==> src/rtl/execute_mdu.sv <==
// Multiply/divide execute unit: forwarded-operand capture, pipelined multiply,
// restoring divider with sign fix-up, and a held result until the consumer takes it.
module execute_mdu #(
    parameter int unsigned XLEN    = 32,
    parameter int unsigned NUM_FWD = 2,
    parameter int unsigned MUL_LAT = 2
) (
    input  logic                           clk,
    input  logic                           rst,
    input  logic                           in_valid,
    output logic                           in_ready,
    input  logic [2:0]                     mdu_op,
    input  logic [XLEN-1:0]                rs1,
    input  logic [XLEN-1:0]                rs2,
    input  logic [$clog2(NUM_FWD+1)-1:0]   fwd_sel1,
    input  logic [$clog2(NUM_FWD+1)-1:0]   fwd_sel2,
    input  logic [NUM_FWD*XLEN-1:0]        fwd_val,
    input  logic [4:0]                     rd_in,
    input  logic                           flush,
    output logic                           out_valid,
    input  logic                           out_ready,
    output logic [XLEN-1:0]                result_out,
    output logic [4:0]                     rd_out,
    output logic                           busy
);

    localparam int unsigned SW       = $clog2(NUM_FWD + 1);
    localparam int unsigned CW       = $clog2(XLEN + 1);
    localparam int unsigned MUL_LAST = (MUL_LAT > 1) ? MUL_LAT - 2 : 0;
    localparam logic [XLEN-1:0] MOST_NEG = {1'b1, {(XLEN-1){1'b0}}};

    typedef enum logic [2:0] {
        S_IDLE,
        S_MUL,
        S_DIV,
        S_FIX,
        S_DONE
    } state_t;

    state_t state, next_state;

    logic [2:0]      op_q;
    logic [4:0]      rd_q;
    logic [XLEN-1:0] a_q, b_q;
    logic [XLEN-1:0] quo, rem, dvs;
    logic            neg_q, neg_r;
    logic [CW-1:0]   cnt;

    // Operand select: 0 = register file, k = forwarding source k-1, out of range = register.
    function automatic logic [XLEN-1:0] pick(input logic [SW-1:0] sel,
                                             input logic [XLEN-1:0] reg_val,
                                             input logic [NUM_FWD*XLEN-1:0] fv);
        logic [XLEN-1:0] v;
        v = reg_val;
        for (int unsigned k = 1; k <= NUM_FWD; k++) begin
            if (sel == SW'(k)) v = fv[(k-1)*XLEN +: XLEN];
        end
        return v;
    endfunction

    logic [XLEN-1:0] op1, op2;
    logic            accept;
    logic            in_div, in_sgn, in_rem;
    logic            div_zero, div_ovf, fast;
    logic            op1_neg, op2_neg;
    logic [XLEN-1:0] fast_res;

    always_comb begin
        op1      = pick(fwd_sel1, rs1, fwd_val);
        op2      = pick(fwd_sel2, rs2, fwd_val);
        in_div   = mdu_op[2];
        in_sgn   = !mdu_op[0];
        in_rem   = mdu_op[1];
        div_zero = (op2 == '0);
        div_ovf  = in_sgn && (op1 == MOST_NEG) && (op2 == '1);
        fast     = in_div && (div_zero || div_ovf);
        op1_neg  = in_sgn && op1[XLEN-1];
        op2_neg  = in_sgn && op2[XLEN-1];
        if (in_rem) fast_res = div_zero ? op1 : '0;
        else        fast_res = div_zero ? '1 : op1;
    end

    assign in_ready = (state == S_IDLE) && !flush;
    assign accept   = in_valid && in_ready;
    assign busy     = (state != S_IDLE);

    // Multiplier: both operands extended to 2*XLEN so one unsigned product covers all signednesses.
    logic [XLEN-1:0]   mul_a, mul_b, mul_res;
    logic [2:0]        mul_op;
    logic              a_sx, b_sx;
    logic [2*XLEN-1:0] mul_ae, mul_be, prod;

    always_comb begin
        mul_a   = (state == S_IDLE) ? op1 : a_q;
        mul_b   = (state == S_IDLE) ? op2 : b_q;
        mul_op  = (state == S_IDLE) ? mdu_op : op_q;
        a_sx    = ((mul_op == 3'd1) || (mul_op == 3'd2)) && mul_a[XLEN-1];
        b_sx    = (mul_op == 3'd1) && mul_b[XLEN-1];
        mul_ae  = {{XLEN{a_sx}}, mul_a};
        mul_be  = {{XLEN{b_sx}}, mul_b};
        prod    = mul_ae * mul_be;
        mul_res = (mul_op[1:0] == 2'd0) ? prod[XLEN-1:0] : prod[2*XLEN-1:XLEN];
    end

    // One restoring step: shift in the next dividend bit and subtract if it fits.
    logic [XLEN:0]   rem_sh, diff;
    logic [XLEN-1:0] q_fix, r_fix, fix_res;

    always_comb begin
        rem_sh  = {rem, quo[XLEN-1]};
        diff    = rem_sh - {1'b0, dvs};
        q_fix   = neg_q ? -quo : quo;
        r_fix   = neg_r ? -rem : rem;
        fix_res = op_q[1] ? r_fix : q_fix;
    end

    always_ff @(posedge clk or negedge rst) begin
        if (!rst) state <= S_IDLE;
        else      state <= next_state;
    end

    always_comb begin
        next_state = state;
        case (state)
            S_IDLE: begin
                if (accept) begin
                    if (!in_div)   next_state = (MUL_LAT == 1) ? S_DONE : S_MUL;
                    else if (fast) next_state = S_DONE;
                    else           next_state = S_DIV;
                end
            end
            S_MUL:  if (cnt == CW'(MUL_LAST)) next_state = S_DONE;
            S_DIV:  if (cnt == CW'(XLEN - 1)) next_state = S_FIX;
            S_FIX:  next_state = S_DONE;
            S_DONE: if (out_ready) next_state = S_IDLE;
            default: next_state = S_IDLE;
        endcase
        if (flush) next_state = S_IDLE;
    end

    // Datapath: capture at accept, iterate, and load the result only on entry to DONE.
    always_ff @(posedge clk or negedge rst) begin
        if (!rst) begin
            op_q       <= '0;
            rd_q       <= '0;
            a_q        <= '0;
            b_q        <= '0;
            quo        <= '0;
            rem        <= '0;
            dvs        <= '0;
            neg_q      <= 1'b0;
            neg_r      <= 1'b0;
            cnt        <= '0;
            out_valid  <= 1'b0;
            result_out <= '0;
            rd_out     <= '0;
        end else begin
            out_valid <= (next_state == S_DONE);
            if (accept) begin
                op_q  <= mdu_op;
                rd_q  <= rd_in;
                a_q   <= op1;
                b_q   <= op2;
                quo   <= op1_neg ? -op1 : op1;
                dvs   <= op2_neg ? -op2 : op2;
                rem   <= '0;
                neg_q <= op1_neg ^ op2_neg;
                neg_r <= op1_neg;
                cnt   <= '0;
                if (next_state == S_DONE) begin
                    result_out <= in_div ? fast_res : mul_res;
                    rd_out     <= rd_in;
                end
            end else begin
                case (state)
                    S_MUL: begin
                        cnt <= cnt + CW'(1);
                        if (next_state == S_DONE) begin
                            result_out <= mul_res;
                            rd_out     <= rd_q;
                        end
                    end
                    S_DIV: begin
                        cnt <= cnt + CW'(1);
                        rem <= diff[XLEN] ? rem_sh[XLEN-1:0] : diff[XLEN-1:0];
                        quo <= {quo[XLEN-2:0], !diff[XLEN]};
                    end
                    S_FIX: begin
                        if (next_state == S_DONE) begin
                            result_out <= fix_res;
                            rd_out     <= rd_q;
                        end
                    end
                    default: ;
                endcase
            end
        end
    end

endmodule

==> config.mk <==
export PLATFORM = sky130hd
export DESIGN_NAME = execute_mdu
export DESIGN_NICKNAME = d
export VERILOG_FILES = /design/src/rtl/execute_mdu.sv
export SDC_FILE = /design/constraint.sdc
export NUM_CORES = 2
export LEC_CHECK = 0
export CAP_MARGIN = 10
export CELL_PAD_IN_SITES_DETAIL_PLACEMENT = 2
export CELL_PAD_IN_SITES_GLOBAL_PLACEMENT = 2
export CORE_AREA = 2 2 448 339
export CTS_BUF_LIST = sky130_fd_sc_hd__clkbuf_8 sky130_fd_sc_hd__clkbuf_16
export DETAILED_ROUTE_END_ITERATION = 10
export DIE_AREA = 0 0 450 341
export PLACE_DENSITY = 0.9
export RECOVER_POWER = 100
export SLEW_MARGIN = 20
export SYNTH_ARGS = -nofsm -noshare
export SYNTH_HDL_FRONTEND = slang
export SYNTH_SLANG_ARGS = --single-unit
==> constraint.sdc <==
create_clock -name clk -period 10.1 [get_ports clk]
set_clock_uncertainty 0.15 [all_clocks]
set_input_delay 2.02 -clock clk [delete_from_list [all_inputs] [get_ports clk]]
set_output_delay 2.02 -clock clk [all_outputs]
set_load 0.05 [all_outputs]
==> results of run 1 <==
kinds of logic after synthesis:
| group | synth area share, % |
|---|---|
| buffers and inverters | 11.4 |
| adders and majority gates | 47.4 |
| DFF | 9.86 |
| and+or+nand+nor | 15.1 |
| AOI/OAI and AO/OA | 10.3 |
| muxes | 2.39 |
| xor gates and xnor gates | 3.53 |
Yosys cell counts, drive strengths merged, types with 14 or more instances:
library cell / n
o21ai: 321
nor2: 480
ha: 251
a211oi: 30
mux2i: 88
and2: 41
nand4: 25
and3: 32
nor2b: 15
mux2: 38
xnor2: 131
dfrtp: 216
maj3: 32
clkbuf: 314
or3b: 34
o21a: 74
o221ai: 37
xor2: 88
fa: 1126
nor4: 14
nor3: 31
o211ai: 21
o31ai: 34
a21o: 42
nand3: 63
inv: 1276
a31oi: 46
nand2: 1120
a21oi: 149
buf: 43
nand2b: 19
through the flow:
step                cell area [sq um]  hold slack (ns)  setup WS, ns
floorplan                       55600            0.286        -0.178
CTS                             70200            0.350        -0.434
global placement                66200            0.297         -1.48
detailed placement              66200            0.330         -2.17
per-layer routing:
metal | global-route usage, % | overflow
met1 | 76.3 | 144
met2 | 88.7 | 684
met3 | 61.8 | 141
met4 | 69.3 | 350
met5 | 41.1 | 7
what timing repair did:
item,4_1_cts
cloned,4
buffers inserted,118
endpoints found under the hold margin,0
gates resized for setup,551
setup endpoints to repair,32
pin swaps,208
==> impl_summary.log, run 1 <==
INFO  metric ys_warn_count = 0
INFO  metric grt_max_degree = 216
INFO  metric synth.yosys.seq_area_share = 9.86%
INFO  metric first_global_vias = 82800
INFO  metric synth-edff-count = 0
INFO  metric postSynthAreaPerCell = 8.54 sq um
INFO  metric failed_stage = 5_1_grt
INFO  metric error = [ERROR GRT-0116] Global routing finished with congestion. Check the congestion regions in the DRC Viewer.
INFO  metric place.detailed.hpwl = 287 mm
INFO  metric run_status = stopped before the end
INFO  metric clock_tree.buffer_depth = 3
INFO  metric synth_ff_type = sky130_fd_sc_hd__dfrtp_1
INFO  metric dp_cells = 9099
INFO  metric cts_inserted_buffers = 23
INFO  metric die_x = 450 microns
INFO  metric grt_pass1_wl = 796 mm
INFO  metric post-synth-top-area-fraction = 41.1%
INFO  metric gr_ovfl_total = 1326
INFO  metric die_height = 341 microns
INFO  metric ys_seq_elements = 216
INFO  metric yosys-top-cells-area = sky130_fd_sc_hd__fa_1, sky130_fd_sc_hd__dfrtp_1, sky130_fd_sc_hd__inv_1
INFO  metric netlist_area = 0.0548 sq mm
INFO  metric boundaryPins = 185
INFO  metric port_buffers = 184
INFO  metric hold_buffers = 0
INFO  metric ys_types = 93
INFO  metric cts_root_buf = sky130_fd_sc_hd__clkbuf_16
INFO  metric mappedNetlistNets = 7940
INFO  metric cts.sinks = 216
INFO  metric fp-row-count = 123
INFO  metric synth-async-reset-ratio = 100%
INFO  metric synth_largest_area_cell = sky130_fd_sc_hd__fa_1
INFO  metric gp_congestion = 1.01
INFO  metric cts.htree.levels = 1
INFO  metric initial_utilization = 36.8%
INFO  metric synth_cells = 6418
INFO  metric grt_usage = 74.7%
==> inputs of run 2 (changes only) <==
==> config.mk (replaced) <==
export PLATFORM = sky130hd
export DESIGN_NAME = execute_mdu
export DESIGN_NICKNAME = d
export VERILOG_FILES = /design/src/rtl/execute_mdu.sv
export SDC_FILE = /design/constraint.sdc
export NUM_CORES = 2
export LEC_CHECK = 0
export CAP_MARGIN = 10
export CORE_AREA = 2 2 374 376
export DETAILED_ROUTE_END_ITERATION = 10
export DIE_AREA = 0 0 376 378
export PLACE_DENSITY_LB_ADDON = 0.15
export RECOVER_POWER = 100
export SLEW_MARGIN = 20
export SYNTH_ARGS = -nofsm -noshare
export SYNTH_HDL_FRONTEND = slang
export SYNTH_SLANG_ARGS = --single-unit
==> constraint.sdc (replaced) <==
create_clock -name clk -period 13.13 [get_ports clk]
set_clock_uncertainty 0.15 [all_clocks]
set_input_delay 2.626 -clock clk [delete_from_list [all_inputs] [get_ports clk]]
set_output_delay 2.626 -clock clk [all_outputs]
set_load 0.05 [all_outputs]
==> impl_summary.log, run 2 <==
INFO  metric first_global_vias = 48000
INFO  metric postPlaceCellArea = 0.0600 sq mm (was 0.0662 sq mm)
INFO  metric route.final.wire_length = 223 mm
INFO  metric synth-async-reset-ratio = 100% (unchanged)
INFO  metric final_max_slew_viols = 600
INFO  metric path_clk_slew = 0.06 ns
INFO  metric grt_pass1_wl = 328 mm
INFO  metric crit_path_max_incr_delay = 0.78 ns
INFO  metric initial_utilization = 39.6% (was 36.8%)
INFO  metric area_delta_synth_final = 11.0%
INFO  metric place.detailed.hpwl = 185 mm (was 287 mm)
INFO  metric gp_congestion = 0.979 (was 1.01)
INFO  metric synth_ff_type = sky130_fd_sc_hd__dfrtp_1 (unchanged)
INFO  metric mappedNetlistNets = 7940 (unchanged)
INFO  metric slew_headroom = -286%
INFO  metric worst-slew-pin-transition = 5.80 ns
INFO  metric fin_nets = 8074
INFO  metric post-synth-top-area-fraction = 41.1% (unchanged)
INFO  metric initialDrtViolationCount = 4032
INFO  metric cts.sinks = 216 (unchanged)
INFO  metric clock_tree.buffer_depth = 3 (unchanged)
INFO  metric post_drt_wl_per_cell = 26.5 microns
INFO  metric crit_family = adder cells
INFO  metric fin_area = 0.0608 sq mm
INFO  metric synth.most_common_cell = sky130_fd_sc_hd__inv_1 (unchanged)
INFO  metric route.vias.total = 45800
INFO  metric critPathArrivalTime = 13.13 ns
INFO  metric drt_pre_antenna_iters = 6
INFO  metric gr_ovfl_total = 0
INFO  metric worstSetupStartpointType = primary input
INFO  metric floorplan.core_area = 0.139 sq mm
INFO  metric post_drt_via_cell_ratio = 5.46
INFO  metric hp-class = flop to flop
INFO  metric layout-drive-gt1-share = 7.16%
INFO  metric timing.critical_path.to_type = flop
INFO  metric drtAntennaViolNets = 0
INFO  metric setup-violations-final = 0
INFO  metric fp-row-count = 137 (was 123)
INFO  metric finalHoldViolCount = 0
INFO  metric layout_commonest_cell = sky130_fd_sc_hd__inv_1
INFO  metric top_cell_types_by_occurrence_after_synthesis = sky130_fd_sc_hd__inv_1, sky130_fd_sc_hd__fa_1, sky130_fd_sc_hd__nand2_1, sky130_fd_sc_hd__nor2_1, sky130_fd_sc_hd__clkbuf_1 (unchanged)
INFO  metric timing.critical_path.required = 13.47 ns
INFO  metric cts_inserted_buffers = 28 (was 23)
INFO  metric cts_tree = yes
INFO  metric port_buffers = 184 (unchanged)
INFO  metric ys_seq_elements = 216 (unchanged)
INFO  metric crit_type = primary input to flop
INFO  metric synth.yosys.seq_area_share = 9.86% (unchanged)
INFO  metric ys_warn_count = 0 (unchanged)
INFO  metric clkLatencyLatePin = 0.62 ns
INFO  metric postSynthAreaPerCell = 8.54 sq um (unchanged)
INFO  metric grt_max_degree = 232
INFO  metric achievable-frequency = 0.0782 GHz
INFO  metric drt_drc_violations_left = 0
INFO  metric run_status = finished with violations (was stopped before the end)
INFO  metric cts_root_buf = sky130_fd_sc_hd__clkbuf_16 (unchanged)
INFO  metric synth-edff-count = 0 (unchanged)
INFO  metric cts.htree.levels = 1 (unchanged)
INFO  metric boundaryPins = 185 (unchanged)
INFO  metric post-cts-setup-buffer-count = 0 (was 118)
INFO  metric setup_repair_after_global_routing_missed_its_margin = false
INFO  metric cpMaxStageDelayCell = sky130_fd_sc_hd__clkdlybuf4s50_1
INFO  metric yosys-top-cells-area = sky130_fd_sc_hd__fa_1, sky130_fd_sc_hd__dfrtp_1, sky130_fd_sc_hd__inv_1 (unchanged)
INFO  metric most-common-layout-cells = sky130_fd_sc_hd__inv_1, sky130_fd_sc_hd__fa_1, sky130_fd_sc_hd__nand2_1
INFO  metric netlist_area = 0.0548 sq mm (unchanged)
INFO  metric drv.max_cap_violation_count = 8
INFO  metric timing.critical_path.mode_cell = sky130_fd_sc_hd__fa_1
INFO  metric synth_cells = 6418 (unchanged)
INFO  metric fin_crit_sh = 97.4%
INFO  metric die_x = 376 microns (was 450 microns)
INFO  metric synth_largest_area_cell = sky130_fd_sc_hd__fa_1 (unchanged)
INFO  metric grt_usage = 31.7%
INFO  metric ys_types = 93 (unchanged)
INFO  metric violated_checks = max-capacitance violations, max-slew violations
INFO  metric crit_path_max_fanout = 12
INFO  metric path_buf_inv = 9
INFO  metric antenna_found_initial = 6
INFO  metric die_height = 378 microns (was 341 microns)
INFO  metric finalCriticalPeriod = 12.79 ns
INFO  metric nFillCells = 13900
INFO  metric design.die.area = 0.142 sq mm
-- run 2: worst paths after layout --
kind	from	cells after the start	slack, ns	end
worst min register to register	rd_q[1]	2	0.32	rd_q[1]
worst max register to register	state[0]	32	2.10	result_out[31]
max in group asynchronous	rst	2	3.10	result_out[18]
worst max-delay path	fwd_sel2[0]	31	0.34	result_out[24]
min in group asynchronous	rst	1	3.97	rem[23]
worst min-delay path	rd_q[1]	2	0.32	rd_q[1]
-- run 2: what timing repair did --
| item | in CTS | in global routing |
|---|---|---|
| hold endpoints to repair | 0 | 0 |
| hold buffers | 0 | 0 |
| setup endpoints to repair | 0 | 2 |
| resized for setup | 0 | 1 |
-- run 2: final cells by class --
type	count	area [sq um]	share of cell area [%]
tap	1807	2260	3.72
timing repair buffer	461	4020	6.61
multi-input combinational	4568	43300	71.2
inverter	1277	4800	7.89
sequential	216	5410	8.89
clock inverter	13	190	0.313
antenna	3	7.51	0.0123
clock buffer	39	812	1.33
-- run 2: tightest hold or removal path, cell delays in order, from the launching register on --
cell                      delay [ns]
sky130_fd_sc_hd__dfrtp_1        0.32
sky130_fd_sc_hd__nand2_1        0.04
sky130_fd_sc_hd__nand2_1        0.07
-- run 2: layer usage --
metal	GRT usage [%]	part of all wire, %
met1	42.2	42
met2	51.5	46
met3	4.77	7.1
met4	14.1	5.3
met5	0	0.0058
-- run 2: kinds of logic (layout without fill, tap and decap cells) --
family	Yosys count	in the layout	synth area share, %
other	0	3	0
DFF	216	216	9.86
adders and majority gates	1409	1409	47.4
and+or+nand+nor	1945	1945	15.1
buffers and inverters	1634	1790	11.4
xor gates and xnor gates	219	219	3.53
AOI/OAI and AO/OA	869	869	10.3
muxes	126	126	2.39
-- run 2: stage by stage --
step / hold slack, ns / utilization [%] / setup TNS, ns / cells / setup WS (ns)
finish: 0.322 / 43.9 / 0 / 8384 / 0.337
detailed placement: 0.307 / 43.3 / 0 / 8329 / 0.0602
global placement: 0.303 / 43.3 / -0.125 / 8329 / -0.125
floorplan: 0.286 / - / 0 / 6418 / 1.19
global route: 0.351 / 43.9 / 0 / 8382 / 0.0582
CTS: 0.323 / 44.0 / 0 / 8381 / 0.622
Power of run 2 is left out: the tool's default activity adds up to more than one toggle a clock period on the data nets, which glitch-free logic cannot reach.
